$ cat src/rtl/lvds_pkg.sv
// Shared types for the LVDS lane word-alignment controller.
// State encoding is fixed at 3 bits.
package lvds_pkg;

  typedef enum logic [2:0] {
    IDLE   = 3'd0,
    CHECK  = 3'd1,
    SLIP   = 3'd2,
    SETTLE = 3'd3,
    LOCKED = 3'd4,
    FAIL   = 3'd5
  } state_e;

endpackage

$ cat src/rtl/lvds_bitslip_ctrl.sv
// Bitslip-based word aligner for one deserialized LVDS lane.
// Slips until the training word repeats MATCH_COUNT times, or gives up.
module lvds_bitslip_ctrl
  import lvds_pkg::*;
#(
  parameter int                    DATA_WIDTH    = 10,
  parameter logic [DATA_WIDTH-1:0] TRAIN_PATTERN = 10'h3E0,
  parameter int                    MATCH_COUNT   = 16,
  parameter int                    SETTLE_CYCLES = 3,
  parameter int                    MAX_SLIPS     = 10
) (
  input  logic                               clkdiv,
  input  logic                               reset_n,
  input  logic                               start,
  input  logic [DATA_WIDTH-1:0]              data_in,
  output logic                               bitslip,
  output logic                               locked,
  output logic                               fail,
  output logic [$clog2(MAX_SLIPS+1)-1:0]     slip_count,
  output logic                               busy
);

  localparam int MW = $clog2(MATCH_COUNT + 1);
  localparam int TW = $clog2(SETTLE_CYCLES + 1);
  localparam int SW = $clog2(MAX_SLIPS + 1);

  localparam logic [MW-1:0] MATCH_LAST = MW'(MATCH_COUNT - 1);
  localparam logic [TW-1:0] SETTLE_LD  = TW'(SETTLE_CYCLES);
  localparam logic [SW-1:0] SLIP_MAX   = SW'(MAX_SLIPS);

  state_e        state_q;
  logic [MW-1:0] match_q;
  logic [TW-1:0] timer_q;
  logic [SW-1:0] slip_q;
  logic          bitslip_q;
  logic          locked_q;
  logic          fail_q;
  logic          busy_q;

  logic          hit_d;

  assign hit_d = (data_in == TRAIN_PATTERN);

  always_ff @(posedge clkdiv or negedge reset_n) begin
    if (!reset_n) begin
      state_q   <= IDLE;
      match_q   <= '0;
      timer_q   <= '0;
      slip_q    <= '0;
      bitslip_q <= 1'b0;
      locked_q  <= 1'b0;
      fail_q    <= 1'b0;
      busy_q    <= 1'b0;
    end else begin
      bitslip_q <= 1'b0;
      if (start) begin
        state_q  <= CHECK;
        match_q  <= '0;
        timer_q  <= '0;
        slip_q   <= '0;
        locked_q <= 1'b0;
        fail_q   <= 1'b0;
        busy_q   <= 1'b1;
      end else begin
        unique case (state_q)
          IDLE: ;
          CHECK: begin
            if (hit_d) begin
              match_q <= match_q + MW'(1);
              if (match_q == MATCH_LAST) begin
                state_q  <= LOCKED;
                locked_q <= 1'b1;
                busy_q   <= 1'b0;
              end
            end else begin
              match_q <= '0;
              if (slip_q == SLIP_MAX) begin
                state_q <= FAIL;
                fail_q  <= 1'b1;
                busy_q  <= 1'b0;
              end else begin
                state_q   <= SLIP;
                bitslip_q <= 1'b1;
              end
            end
          end
          SLIP: begin
            if (slip_q != SLIP_MAX) slip_q <= slip_q + SW'(1);
            timer_q <= SETTLE_LD;
            state_q <= SETTLE;
          end
          // The deserializer output is in flux here, so data_in is ignored.
          SETTLE: begin
            if (timer_q <= TW'(1)) begin
              timer_q <= '0;
              match_q <= '0;
              state_q <= CHECK;
            end else begin
              timer_q <= timer_q - TW'(1);
            end
          end
          LOCKED: ;
          FAIL: ;
          default: state_q <= IDLE;
        endcase
      end
    end
  end

  assign bitslip    = bitslip_q;
  assign locked     = locked_q;
  assign fail       = fail_q;
  assign slip_count = slip_q;
  assign busy       = busy_q;

endmodule

$ cat config.mk
export PLATFORM = sky130hd
export DESIGN_NAME = lvds_bitslip_ctrl
export DESIGN_NICKNAME = d
export VERILOG_FILES = /design/src/rtl/lvds_pkg.sv /design/src/rtl/lvds_bitslip_ctrl.sv
export SDC_FILE = /design/constraint.sdc
export NUM_CORES = 1
export LEC_CHECK = 0
export BUFFER_PORTS_ARGS = -buffer_cell sky130_fd_sc_hd__buf_2
export CAP_MARGIN = 20
export CORE_MARGIN = 5
export CORE_UTILIZATION = 55
export DETAILED_ROUTE_END_ITERATION = 8
export GPL_TIMING_DRIVEN = 0
export PLACE_DENSITY = 0.85
export SLEW_MARGIN = 30
export SYNTH_ARGS = -nofsm -noshare
export SYNTH_HDL_FRONTEND = slang
export SYNTH_SLANG_ARGS = --single-unit
$ cat constraint.sdc
create_clock -name clkdiv -period 5 [get_ports clkdiv]
set_clock_uncertainty 0.15 [all_clocks]
set_input_delay 0.75 -clock clkdiv [delete_from_list [all_inputs] [get_ports clkdiv]]
set_output_delay 0.75 -clock clkdiv [all_outputs]
set_load 0.02 [all_outputs]
# Word-level counts from Yosys, hierarchy flattened
# Index checks and enable logic that the tools add are counted.
# classes
order_cmp	1
reduce_logical	17
n_addsub	3
mux	33
n_eq_ne	14
# ops
operator	n
two-way mux 1 bit	17
two-way mux 3 bit	5
two-way mux 5 bit	3
two-way mux 4 bit	3
one-hot mux 3 bit (4 select lines)	1
AND reduction 3 bit	4
nonzero test 2 bit	6
equality test 10 bit, second input constant	1
one-hot mux 5 bit (2 select lines)	1
nonzero test 3 bit	3
!= test 4 bit, second input constant	2
equality test 3 x 2 -> 1 bit, second input constant	2
equality test 3 bit, second input constant	2
adder 5 x 1 -> 5 bit, second input constant	1
equality test 5 x 4 -> 1 bit, second input constant	1
adder 4 x 1 -> 4 bit, second input constant	1
equality test 4 bit, second input constant	1
two-way mux 2 bit	2
one-hot mux 2 bit (2 select lines)	1
AND reduction 2 bit	2
equality test 3 x 1 -> 1 bit, second input constant	1
zero test 3 bit	1
!= test 3 x 2 -> 1 bit, second input constant	1
!= test 3 bit, second input constant	1
5 further kinds	5
# word_totals
reg_bits	18
in_bits	13
word_cells	76
out_inout_bits	8

# Longest topological paths before layout
# Gate-level depths: netlist of run 1.
# logic_depth
depth_word	5
ltp_mapped	6
ltp_nobuf	6

# Worst setup path before layout of run 1
# Ideal clock, no wire load.
# synth_timing
path_kind	input-to-reg
start	input port data_in[1]
end	register busy_q, in the netlist busy
required_ns	4.730
arrival_ns	2.043
setup_time_ns	0.120
path_buffers	0
path_stages	4
setup_slack_ns	2.687
cell_sequence	or4_4 nor4_4 nand4_2 a31o_1
# synth_via
elab_chain_cells	4
elab_cells_between_ends	7
classes_between	eq/ne: 2; mux: 3; reduce/logical: 2
# synth_lines
item	line	source
start, declared	lvds_bitslip_ctrl.sv:15	input logic [DATA_WIDTH-1:0] data_in,
equality test 10 bit *	lvds_bitslip_ctrl.sv:42	assign hit_d = (data_in == TRAIN_PATTERN);
two-way mux 1 bit	lvds_bitslip_ctrl.sv:68	if (hit_d) begin
two-way mux 1 bit	lvds_bitslip_ctrl.sv:65	unique case (state_q)
two-way mux 1 bit	lvds_bitslip_ctrl.sv:56	if (start) begin
end signal, assigned	lvds_bitslip_ctrl.sv:53	busy_q <= 1'b0;
end signal, assigned	lvds_bitslip_ctrl.sv:63	busy_q <= 1'b1;
end signal, assigned	lvds_bitslip_ctrl.sv:73	busy_q <= 1'b0;
end, declared	lvds_bitslip_ctrl.sv:38	logic busy_q;
# Mark *: on every way between the ends. The rest lies on a longest branch, timed or not. The select of a mux whose other input is x is not followed.
# A chain may end at the register's enable or synchronous reset.

# Worst setup path in the final report of run 1
# Same ends and word-level chain as after synthesis.

==> results of run 1 <==
## report_power, final
group	switching, W	internal [W]	leakage [nW]	total, W
clock network	0.0000440	0.0000281	0.0138	0.0000721
logic	0.0000552	0.0000415	0.242	0.0000967
registers	0.0000180	0.000162	0.240	0.000180
total	0.000117	0.000232	0.496	0.000349
## layout make-up
cell class / instances / area [µm²]
Multi-Input combinational cell: 66 / 430
Sequential cell: 18 / 450
Clock buffer: 3 / 22.5
Buffer: 1 / 3.75
Inverter: 9 / 33.8
Fill cell: 131 / 480
Timing Repair Buffer: 20 / 100
Tap cell: 16 / 20.0
## state kept, by name (all words and copies together), names as in the netlist
signal	count
locked	1
state_q	3
bitslip	1
fail	1
timer_q	2
busy	1
slip_count	4
match_q	5
## per-layer routing
| layer | vias to the layer above | share of wire (%) | wire length (µm) | GRT usage (%) |
|---|---|---|---|---|
| met2 | 32 | 45 | 828 | 24.8 |
| li1 | 378 | - | - | - |
| met5 | - | 0 | 0 | 0 |
| met1 | 355 | 44 | 799 | 21.2 |
| met3 | 9 | 8.0 | 146 | 4.65 |
| met4 | 0 | 2.8 | 51 | 9.36 |
## through the flow
step	utilization, %	hold slack (ns)	total power, W	std cells
after CTS	68.8	0.225	0.000350	133
after detailed placement	67.4	0.326	0.000280	130
final	68.8	0.212	0.000349	133
after global placement	67.4	0.310	0.000275	130
after floorplan	-	0.299	0.000250	94
after global routing	68.8	0.234	0.000375	133
## critical path: stages
cell and delay (ns):
buf_2 0.09, or4_4 0.54, nor4_4 0.44, nand4_2 0.19, a31o_1 0.24
## placed cells by master, fill, tap and decap left out
cell type  netlist  routed
or4_2            1       1
a31o_1           1       1
a31oi_1          3       3
buf_2            0      20
or4_4            1       1
a31o_2           1       1
nor2b_1          3       3
nand2_1         10      10
nor3_1           1       1
and3_1           1       1
o221ai_1         1       1
a21oi_1          6       6
nand2b_1         4       4
nand3_1          4       4
dfrtp_1         18      18
ha_1             4       4
nor2_1           6       6
clkbuf_4         0       3
o22ai_1          1       1
or2_2            2       2
o21ai_0          4       4
o31ai_1          1       1
nor3b_1          1       1
a311oi_1         1       1
inv_1            9       9
nand3b_1         2       2
xnor2_1          1       1
nand4_2          1       1
nor4_4           1       1
clkbuf_1         1       1
xor2_1           2       2
nand4_1          2       2
## cells by family after synthesis
family          after synthesis  share of synthesized area [%]
simple gates                 40                           25.7
compound gates               19                           12.8
flops                        18                           49.0
buf+inv                      10                           4.09
fa+ha+maj                     4                           5.45
xor+xnor                      3                           2.86
## how the worst max path moves through the flow
| stage | cells after the start | startpoint | endpoint |
|---|---|---|---|
| 6_report | 5 | data_in[1] | busy$_DFFE_PN0P_ |
| 4_1_cts | 5 | data_in[1] | busy$_DFFE_PN0P_ |
| 3_3_place_gp | 5 | data_in[1] | busy$_DFFE_PN0P_ |
| 3_5_place_dp | 5 | data_in[1] | busy$_DFFE_PN0P_ |
| 2_1_floorplan | 4 | data_in[1] | busy$_DFFE_PN0P_ |
| 5_1_grt | 5 | data_in[1] | match_q[0]$_DFFE_PN0P_ |
==> metrics.yaml, run 1 <==
cts:
  post_cts_buffers: 0
  cts_tree: "built"
  cts-resized-gates: 0
  cts_root_buf: "clkbuf_4"
  insertion_delay_ns: 0.30
  max-clock-path-buffers: 2
  holdBufCountCts: 0
  numCtsBuffers: 3
  cts_max_level: 1
  clk_pin_slew_ns: 0.10
  cts_num_sinks: 18
sta:
  fin_crit_ns: 2.21
  setup_viol: 0
  fmaxAchievable_mhz: 453
  setup_ws_ns: 2.79
  slew_viol_final: 0
  setup_tns_ns: 0
  finalCritPeriodShare_pct: 44.2
  max-slew-margin-rel_pct: 58.9
  finalHoldViolations: 0
  rsz0062_at_grt: "false"
  worstMarginPinSlew_ns: 0.614
logic_synthesis:
  netlist_top_cells_area: "dfrtp_1 49%, ha_1 5.4%, nand2_1 4.1%"
  yosysMostFrequentCell: "dfrtp_1"
  synth_common_cells: "18 x dfrtp_1, 10 x nand2_1, 9 x inv_1"
  netlist_instances: 94
  ys.flop_type: "dfrtp_1"
  synth-seq-cells: 18
  synthesis.nets: 111
  yosysSeqAreaShare_pct: 49.0
  synth.distinct_cells: 30
  synth_top_cell_by_area: "dfrtp_1"
  ys_warn_count: 0
  synth_top_area_share_pct: 49.0
  syn_avg_cell_area_um2: 9.77
  netlist_area_um2: 918
  synth_edf_count: 0
  synthArstFlopShare_pct: 100
critical_path:
  critical_path.max_fanout: 9
  required_ns: 5.05
  reg2reg_from: "slip_count[0]$_DFFE_PN0P_"
  cp.arrival_ns: 2.26
  rr_worst_depth: 5
  reg2reg_slack_ns: 3.00
  end_kind: "flop"
  reg2reg_to: "busy$_DFFE_PN0P_"
  critPathLaunchType: "primary input"
  path_class: "primary input to flop"
placed_design:
  gp_congestion: 0.766
  placed_area_um2: 1040
  portBuffers: 20
  pre_cts_ws_ns: 2.46
  dp_hpwl_um: 1400
routing:
  vias: 774
  drtIter0Drc: 14
  ant_nets: 0
  drc: 0
  viasPerCell: 5.82
  wl_per_cell_um: 13.7
  drtPass1Iterations: 5
  wl_um: 1830
cells_and_area:
  diodes: 0
  nets: 136
  layout-drive-gt1-share_pct: 25.6
  final_area_um2: 1060
  area_delta_synth_final_pct: 15.5
status:
  status: "finished clean"
global_routing:
  grt_max_degree: 19
  track_usage_pct: 16.5
  antenna_found_initial: 0
  overflow: 0
  grt_pass1_vias: 787
  grt_pass1_wl_um: 3260
floorplan:
  initial_core_util_pct: 59.6
  pin_count: 21
  die_area_um2: 2590
  num_rows: 14
  core_um2: 1540
  die_h_um: 50.9
  die_x_um: 50.9
pwr:
  leakage_nw: 0.496
  power_density_nw_per_um2: 329
  ir_worst_vdd_mv: 0.273
flow_run:
  max_cap_viol_count: 0
hold_path:
  hp-class: "primary input to async pin"
Power figures use the tool's default switching activity.
==> inputs of run 2 (changes only) <==
Settings changed: ABC_AREA set to 1, CORE_UTILIZATION 55 to 48, PLACE_DENSITY 0.85 to 0.77.
Clock period 5 ns to 1.8 ns, I/O delays scaled along.
==> run 2 against run 1 <==
Critical path depth rose by 3. Critical path type is now flop to flop. Cell count grew 50%. Clock power rose to 2.7 times the previous value. Sequential power grew to 2.9 times the previous value. Worst hold slack got worse by 0.16 ns. Clock-buffer cell count did not move. Setup slack worse by 2.7 ns. Final area rose by 20%. Highest routed layer unchanged. Register-to-register slack worse by 2.9 ns.
==> metrics.yaml, run 2 <==
status:
  status: "finished clean"
cells_and_area:
  n_fill_cell: 216  # +65%
  mostFrequentLayoutCells: "30 x nand2_1, 21 x inv_1, 20 x buf_2"
  area_delta_synth_final_pct: 15.1
  largest_register: "match_q"
  layout-drive-gt1-share_pct: 29.2  # +3.6 points
  largest_reg_flops: 5  # unchanged
  final_common_cell: "nand2_1"
  nets: 190  # +40%
  diodes: 0  # unchanged
critical_path:
  critPathLaunchType: "flop"
  crit_chain: "ha_1 > nand2_1 > nor2_1 > ha_1 > nor2_1 > nand3_1 > nand3_1 > nand2_1"
  cpLargestDelayFamily: "simple AND/OR/NAND/NOR gates"
  required_ns: 1.84  # -3.21 ns
  cp.arrival_ns: 1.71  # -0.55 ns
  crit_buf_inv: 0  # -1
  end_kind: "flop"
  cpMaxStageDelayCell: "dfrtp_1"
  crit_path_max_incr_delay_ns: 0.39  # -0.15 ns
  reg2reg_slack_ns: 0.13  # -2.87 ns
  path_class: "flop to flop"
  critical_path.max_fanout: 3  # -6
placed_design:
  dp_hpwl_um: 1720  # +23%
  gp_congestion: 0.837  # +9.3%
  portBuffers: 20  # unchanged
flow_run:
  max_cap_viol_count: 0  # unchanged
floorplan:
  num_rows: 17  # +3
  die_x_um: 58.0  # +14%
  die_h_um: 58.0  # +14%
  die_area_um2: 3370  # +30%
  pin_count: 21  # unchanged
  core_um2: 2210  # +44%
  initial_core_util_pct: 50.1  # -9.5 points
logic_synthesis:
  synthArstFlopShare_pct: 100  # unchanged
  synth_top_area_share_pct: 40.7  # -8.4 points
  syn_avg_cell_area_um2: 7.53  # -23%
  yosysMostFrequentCell: "nand2_1"
  ys_warn_count: 0  # unchanged
  ys.flop_type: "dfrtp_1"
  synth_top_cell_by_area: "dfrtp_1"
  yosysSeqAreaShare_pct: 40.7  # -8.4 points
  netlist_top_cells_area: "dfrtp_1 41%, nand2_1 10%, inv_1 7.1%"
  synth_edf_count: 0  # unchanged
  synthesis.nets: 164  # +48%
  synth-seq-cells: 18  # unchanged
  netlist_instances: 147  # +56%
  synth_common_cells: "30 x nand2_1, 21 x inv_1, 19 x nor2_1"
  netlist_area_um2: 1110  # +21%
  synth.distinct_cells: 26  # -13%
sta:
  finalCritPeriodShare_pct: 92.8
  fin_crit_ns: 1.67
  rsz0062_at_grt: "false"
  setup_tns_ns: 0  # unchanged
  worstMarginPinSlew_ns: 0.418  # -0.196 ns
  setup_viol: 0  # unchanged
  max-slew-margin-rel_pct: 72.1  # +13 points
  fmaxAchievable_mhz: 598
  finalHoldViolations: 0  # unchanged
  slew_viol_final: 0  # unchanged
  hold_slack_ns: 0.0488  # -0.163 ns
cts:
  clk_pin_slew_ns: 0.10  # about the same
  cts_root_buf: "clkbuf_4"
  holdBufCountCts: 1  # +1
  insertion_delay_ns: 0.29  # about the same
  max-clock-path-buffers: 2  # unchanged
  numCtsBuffers: 3  # unchanged
  cts-resized-gates: 0  # unchanged
  cts_num_sinks: 18  # unchanged
  post_cts_buffers: 0  # unchanged
  cts_tree: "built"
  cts_max_level: 1  # unchanged
hold_path:
  hp-class: "primary input to flop"
global_routing:
  track_usage_pct: 14.3  # -2.1 points
  grt_max_degree: 19  # unchanged
  overflow: 0  # unchanged
  antenna_found_initial: 0  # unchanged
  grt_pass1_vias: 954  # +21%
  grt_pass1_wl_um: 3800  # +17%
routing:
  drc: 0  # unchanged
  drtPass1Iterations: 4  # -1
  vias: 977  # +26%
  drtIter0Drc: 13  # -1
  ant_nets: 0  # unchanged
  viasPerCell: 4.91  # -16%
  wl_um: 2160  # +18%
  wl_per_cell_um: 10.8  # -21%
pwr:
  leakage_nw: 0.669  # +35%
  p_switching_w: 0.000459  # +290%
  clkPwrFrac_pct: 17.2  # -3.5 points
  power_density_nw_per_um2: 900  # +170%
  ir_worst_vdd_mv: 0.607  # +120%
  internal-power_w: 0.000689  # +200%
  pwr-share-comb_pct: 37.1  # +9.4 points
  pwr-share-seq_pct: 45.8  # -5.8 points
  sw_frac_of_total_pct: 40.0  # +6.4 points
## run 2: changes by cell type after synthesis, sizes merged, moves of 3 or more
| cell | delta |
|---|---|
| nand2 | +27 |
| inv | +19 |
| nor2 | +16 |
| nand3 | +11 |
| nand2b | -4 |
| o21ai | +4 |
| a31oi | -3 |
| nor2b | -3 |
## run 2: per-stage QoR
| stage | total power, W | area (µm²) | utilization [%] | cells | setup slack [ns] |
|---|---|---|---|---|---|
| after floorplan | 0.000857 | 1110 | - | 147 | 0.264 |
| after global placement | 0.000944 | 1240 | 56.2 | 195 | 0.200 |
| after detailed placement | 0.000964 | 1240 | 56.2 | 195 | 0.140 |
| after CTS | 0.00117 | 1270 | 57.6 | 199 | 0.121 |
| after global routing | 0.00124 | 1270 | 57.6 | 199 | 0.0331 |
| final | 0.00115 | 1270 | 57.6 | 199 | 0.129 |
## run 2: worst register-to-register path: stages (launching register included)
cell     delay (ns)
dfrtp_1        0.39
ha_1           0.23
nand2_1        0.08
nor2_1         0.04
ha_1           0.17
nor2_1         0.15
nand3_1        0.16
nand3_1        0.13
nand2_1        0.06
## run 2: power by group through the flow
stage	registers, W	clock network (W)	logic (W)
floorplan	0.000543	0	0.000314
global placement	0.000527	0	0.000417
detailed placement	0.000534	0	0.000431
CTS	0.000525	0.000207	0.000434
global route	0.000534	0.000224	0.000487
finish	0.000525	0.000197	0.000426
## run 2: layout make-up
type                            instances  area [µm²]  area share, %
Sequential cell                        18         450           35.3
Inverter                               29         110           8.64
Buffer                                  1        11.3          0.883
Multi-Input combinational cell         99         536           42.0
Clock buffer                            3        22.5           1.77
Tap cell                               28        35.0           2.75
Timing Repair Buffer                   21         110           8.64
## run 2: worst paths after layout
path,cells past startpoint,start,endpoint
worst max register to register,8,match_q[0]$_DFFE_PN0P_,state_q[0]$_DFFE_PN0P_
worst min register to register,2,busy$_DFFE_PN0P_,busy$_DFFE_PN0P_
max in group asynchronous,2,reset_n,match_q[0]$_DFFE_PN0P_
min in group asynchronous,2,reset_n,bitslip$_DFF_PN0_
worst min-delay path,2,start,locked$_DFFE_PN0P_
worst max-delay path,8,match_q[0]$_DFFE_PN0P_,state_q[0]$_DFFE_PN0P_
## run 2: cell families after synthesis
kind of cell    Yosys count  synth area share [%]
compound gates           16                  9.61
fa+ha+maj                 4                  4.52
buf+inv                  30                  11.0
flops                    18                  40.7
simple gates             79                  34.2
## run 2: metal layers
metal,global-route usage [%],wire length (µm)
met3,4.23,105
met2,27.4,1150
met5,0,0
met1,15.1,888
met4,3.64,14
==> inputs of run 3 (changes only) <==
Settings changed: REMOVE_ABC_BUFFERS set to 1, SKIP_LAST_GASP set to 1.
==> run 3 against run 2 <==
Highest routed layer unchanged. Setup slack better by 0.058 ns. Fmax increased by 3.6%. Critical path type unchanged. Clock power is 25% higher.
==> metrics.yaml, run 3 (synthesized netlist as in run 2, its figures left out) <==
sta:
  finalCritPeriodShare_pct: 89.6  # -3.2 points
  max-slew-margin-rel_pct: 72.4  # +0.23 points
  rsz0062_at_grt: "false"
  fmaxAchievable_mhz: 620  # +3.6%
  slew_viol_final: 0  # unchanged
  setup_tns_ns: 0  # unchanged
  hold_slack_ns: 0.0537  # +0.00487 ns
  setup_viol: 0  # unchanged
  fin_crit_ns: 1.61  # -0.0583 ns
  finalHoldViolations: 0  # unchanged
  worstMarginPinSlew_ns: 0.414  # -0.00393 ns
critical_path:
  critPathLaunchType: "flop"
  critical_path.max_fanout: 3  # unchanged
  path_class: "flop to flop"
  reg2reg_to: "state_q[0]$_DFFE_PN0P_"
  cpMaxStageDelayCell: "dfrtp_1"
  end_kind: "flop"
  crit_path_max_incr_delay_ns: 0.40  # about the same
  crit_chain: "ha_1 > nand2_1 > nor2_1 > ha_1 > nor2_2 > nand3_1 > nand3_1 > nand2_1"
  rr_worst_depth: 8  # unchanged
  cp.arrival_ns: 1.65  # -0.06 ns
  required_ns: 1.84  # about the same
  reg2reg_slack_ns: 0.19  # +0.06 ns
  reg2reg_from: "match_q[0]$_DFFE_PN0P_"
cells_and_area:
  stdcell_count: 199  # unchanged
  final_common_cell: "nand2_1"
  layout-drive-gt1-share_pct: 29.8  # +0.58 points
  diodes: 0  # unchanged
  n_fill_cell: 194  # -10%
  largest_register: "match_q"
  nets: 189  # -0.53%
  largest_reg_flops: 5  # unchanged
  mostFrequentLayoutCells: "30 x nand2_1, 21 x inv_1, 20 x buf_2"
  multi_input_area_um2: 538  # +0.47%
  regArea_um2: 450  # unchanged
  area_delta_synth_final_pct: 15.6
hold_path:
  hp-class: "primary input to flop"
  whs_endpoint: "locked$_DFFE_PN0P_"
  hold_depth: 2  # unchanged
  hp-start: "start"
global_routing:
  met2_usage_pct: 27.7  # +0.32 points
  gr-usage-met1_pct: 17.2  # +2.0 points
  track_usage_pct: 15.1  # +0.73 points
  grt_max_degree: 19  # unchanged
  antenna_found_initial: 0  # unchanged
  grt_pass1_vias: 977  # +2.4%
  grt.busiest_layer: "met2"
  grt_use_met3_pct: 4.68  # +0.45 points
  overflow: 0  # unchanged
  grt_pass1_wl_um: 4000  # +5.3%
cts:
  post_cts_buffers: 0  # unchanged
  max-clock-path-buffers: 2  # unchanged
  clk_pin_slew_ns: 0.10  # about the same
  cts_root_buf: "clkbuf_4"
  cts_tree: "built"
  cts_max_level: 1  # unchanged
  cts_num_sinks: 18  # unchanged
  numCtsBuffers: 3  # unchanged
  insertion_delay_ns: 0.29  # about the same
routing:
  ant_nets: 0  # unchanged
  vias: 975  # -0.20%
  wl_per_cell_um: 11.1  # +2.2%
  viasPerCell: 4.90  # -0.20%
  wl_um: 2200  # +2.2%
  drtIter0Drc: 15  # +2
  drtPass1Iterations: 4  # unchanged
  drc: 0  # unchanged
floorplan:
  num_rows: 17  # unchanged
  initial_core_util_pct: 50.1  # unchanged
  core_um2: 2210  # unchanged
  pin_count: 21  # unchanged
  die_x_um: 58.0  # unchanged
  die_area_um2: 3370  # unchanged
  die_h_um: 58.0  # unchanged
placed_design:
  post-place-cells: 194  # -0.51%
  gp_congestion: 0.813  # -2.9%
  dp_hpwl_um: 1730  # +0.40%
  portBuffers: 20  # unchanged
pwr:
  p_switching_w: 0.000466  # +1.4%
  power_density_nw_per_um2: 936  # +4.0%
  pwr-share-comb_pct: 35.7  # -1.4 points
  internal-power_w: 0.000733  # +6.4%
  clkPwrFrac_pct: 20.5  # +3.3 points
  pwr-share-seq_pct: 43.7  # -2.1 points
  sw_frac_of_total_pct: 38.8  # -1.2 points
  leakage_nw: 0.670  # +0.20%
  ir_worst_vdd_mv: 0.589  # -2.9%
flow_run:
  max_cap_viol_count: 0  # unchanged
status:
  status: "finished clean"
## run 3: cell types whose count changed in the layout (fill, tap and decap cells not counted), sizes merged
cell    before  now
buf         21   20
clkbuf       3    4
## run 3: power groups by stage
stage                     registers, W  logic, W  clock network, W
after detailed placement      0.000531  0.000425                 0
after CTS                     0.000523  0.000434          0.000259
after global placement        0.000527  0.000411                 0
final                         0.000524  0.000428          0.000246
after global routing          0.000534  0.000491          0.000274
after floorplan               0.000543  0.000311                 0
## run 3: worst max-delay path by stage
stage / startpoint / slack [ns] / end / depth (start not counted)
floorplan: slip_count[0]$_DFFE_PN0P_ / 0.26 / slip_count[2]$_DFFE_PN0P_ / 8
global placement: start / 0.11 / match_q[4]$_DFFE_PN0P_ / 9
detailed placement: start / 0.11 / state_q[0]$_DFFE_PN0P_ / 9
CTS: match_q[0]$_DFFE_PN0P_ / 0.15 / state_q[0]$_DFFE_PN0P_ / 8
global route: slip_count[0]$_DFFE_PN0P_ / 0.06 / slip_count[2]$_DFFE_PN0P_ / 8
finish: match_q[0]$_DFFE_PN0P_ / 0.19 / state_q[0]$_DFFE_PN0P_ / 8
## run 3: per-stage QoR
stage / area, µm² / util, % / total power [W] / setup slack [ns]
6_report: 1280 / 57.9 / 0.00120 / 0.187
5_1_grt: 1280 / 57.9 / 0.00130 / 0.0586
4_1_cts: 1280 / 57.7 / 0.00122 / 0.149
3_5_place_dp: 1230 / 55.7 / 0.000956 / 0.106
3_3_place_gp: 1230 / 55.7 / 0.000939 / 0.109
2_1_floorplan: 1100 / - / 0.000854 / 0.263
## run 3: worst max-delay path, delay by kind of cell, from the launching register on
kind | cells | cell delay (ns)
simple gates | 6 | 0.54
fa+ha+maj | 2 | 0.41
flops | 1 | 0.40
## run 3: metal layers
metal,share of wire [%],up-vias
met2,52,15
met1,43,451
met4,0.41,0
met3,4.3,2
li1,-,507
met5,0,-
## run 3: what timing repair did
action,4_1_cts,5_1_grt
gates resized for setup,0,1
endpoints found under the setup margin,0,1
hold buffers,1,0
hold endpoints to repair,18,0
## run 3: final cells by class
| type | instances | area share (%) |
|---|---|---|
| multi-input cells | 99 | 42.0 |
| flip-flops and latches | 18 | 35.2 |
| clock buffers | 4 | 2.83 |
| inverters | 29 | 8.60 |
| well taps | 28 | 2.74 |
| repair buffers | 21 | 8.60 |
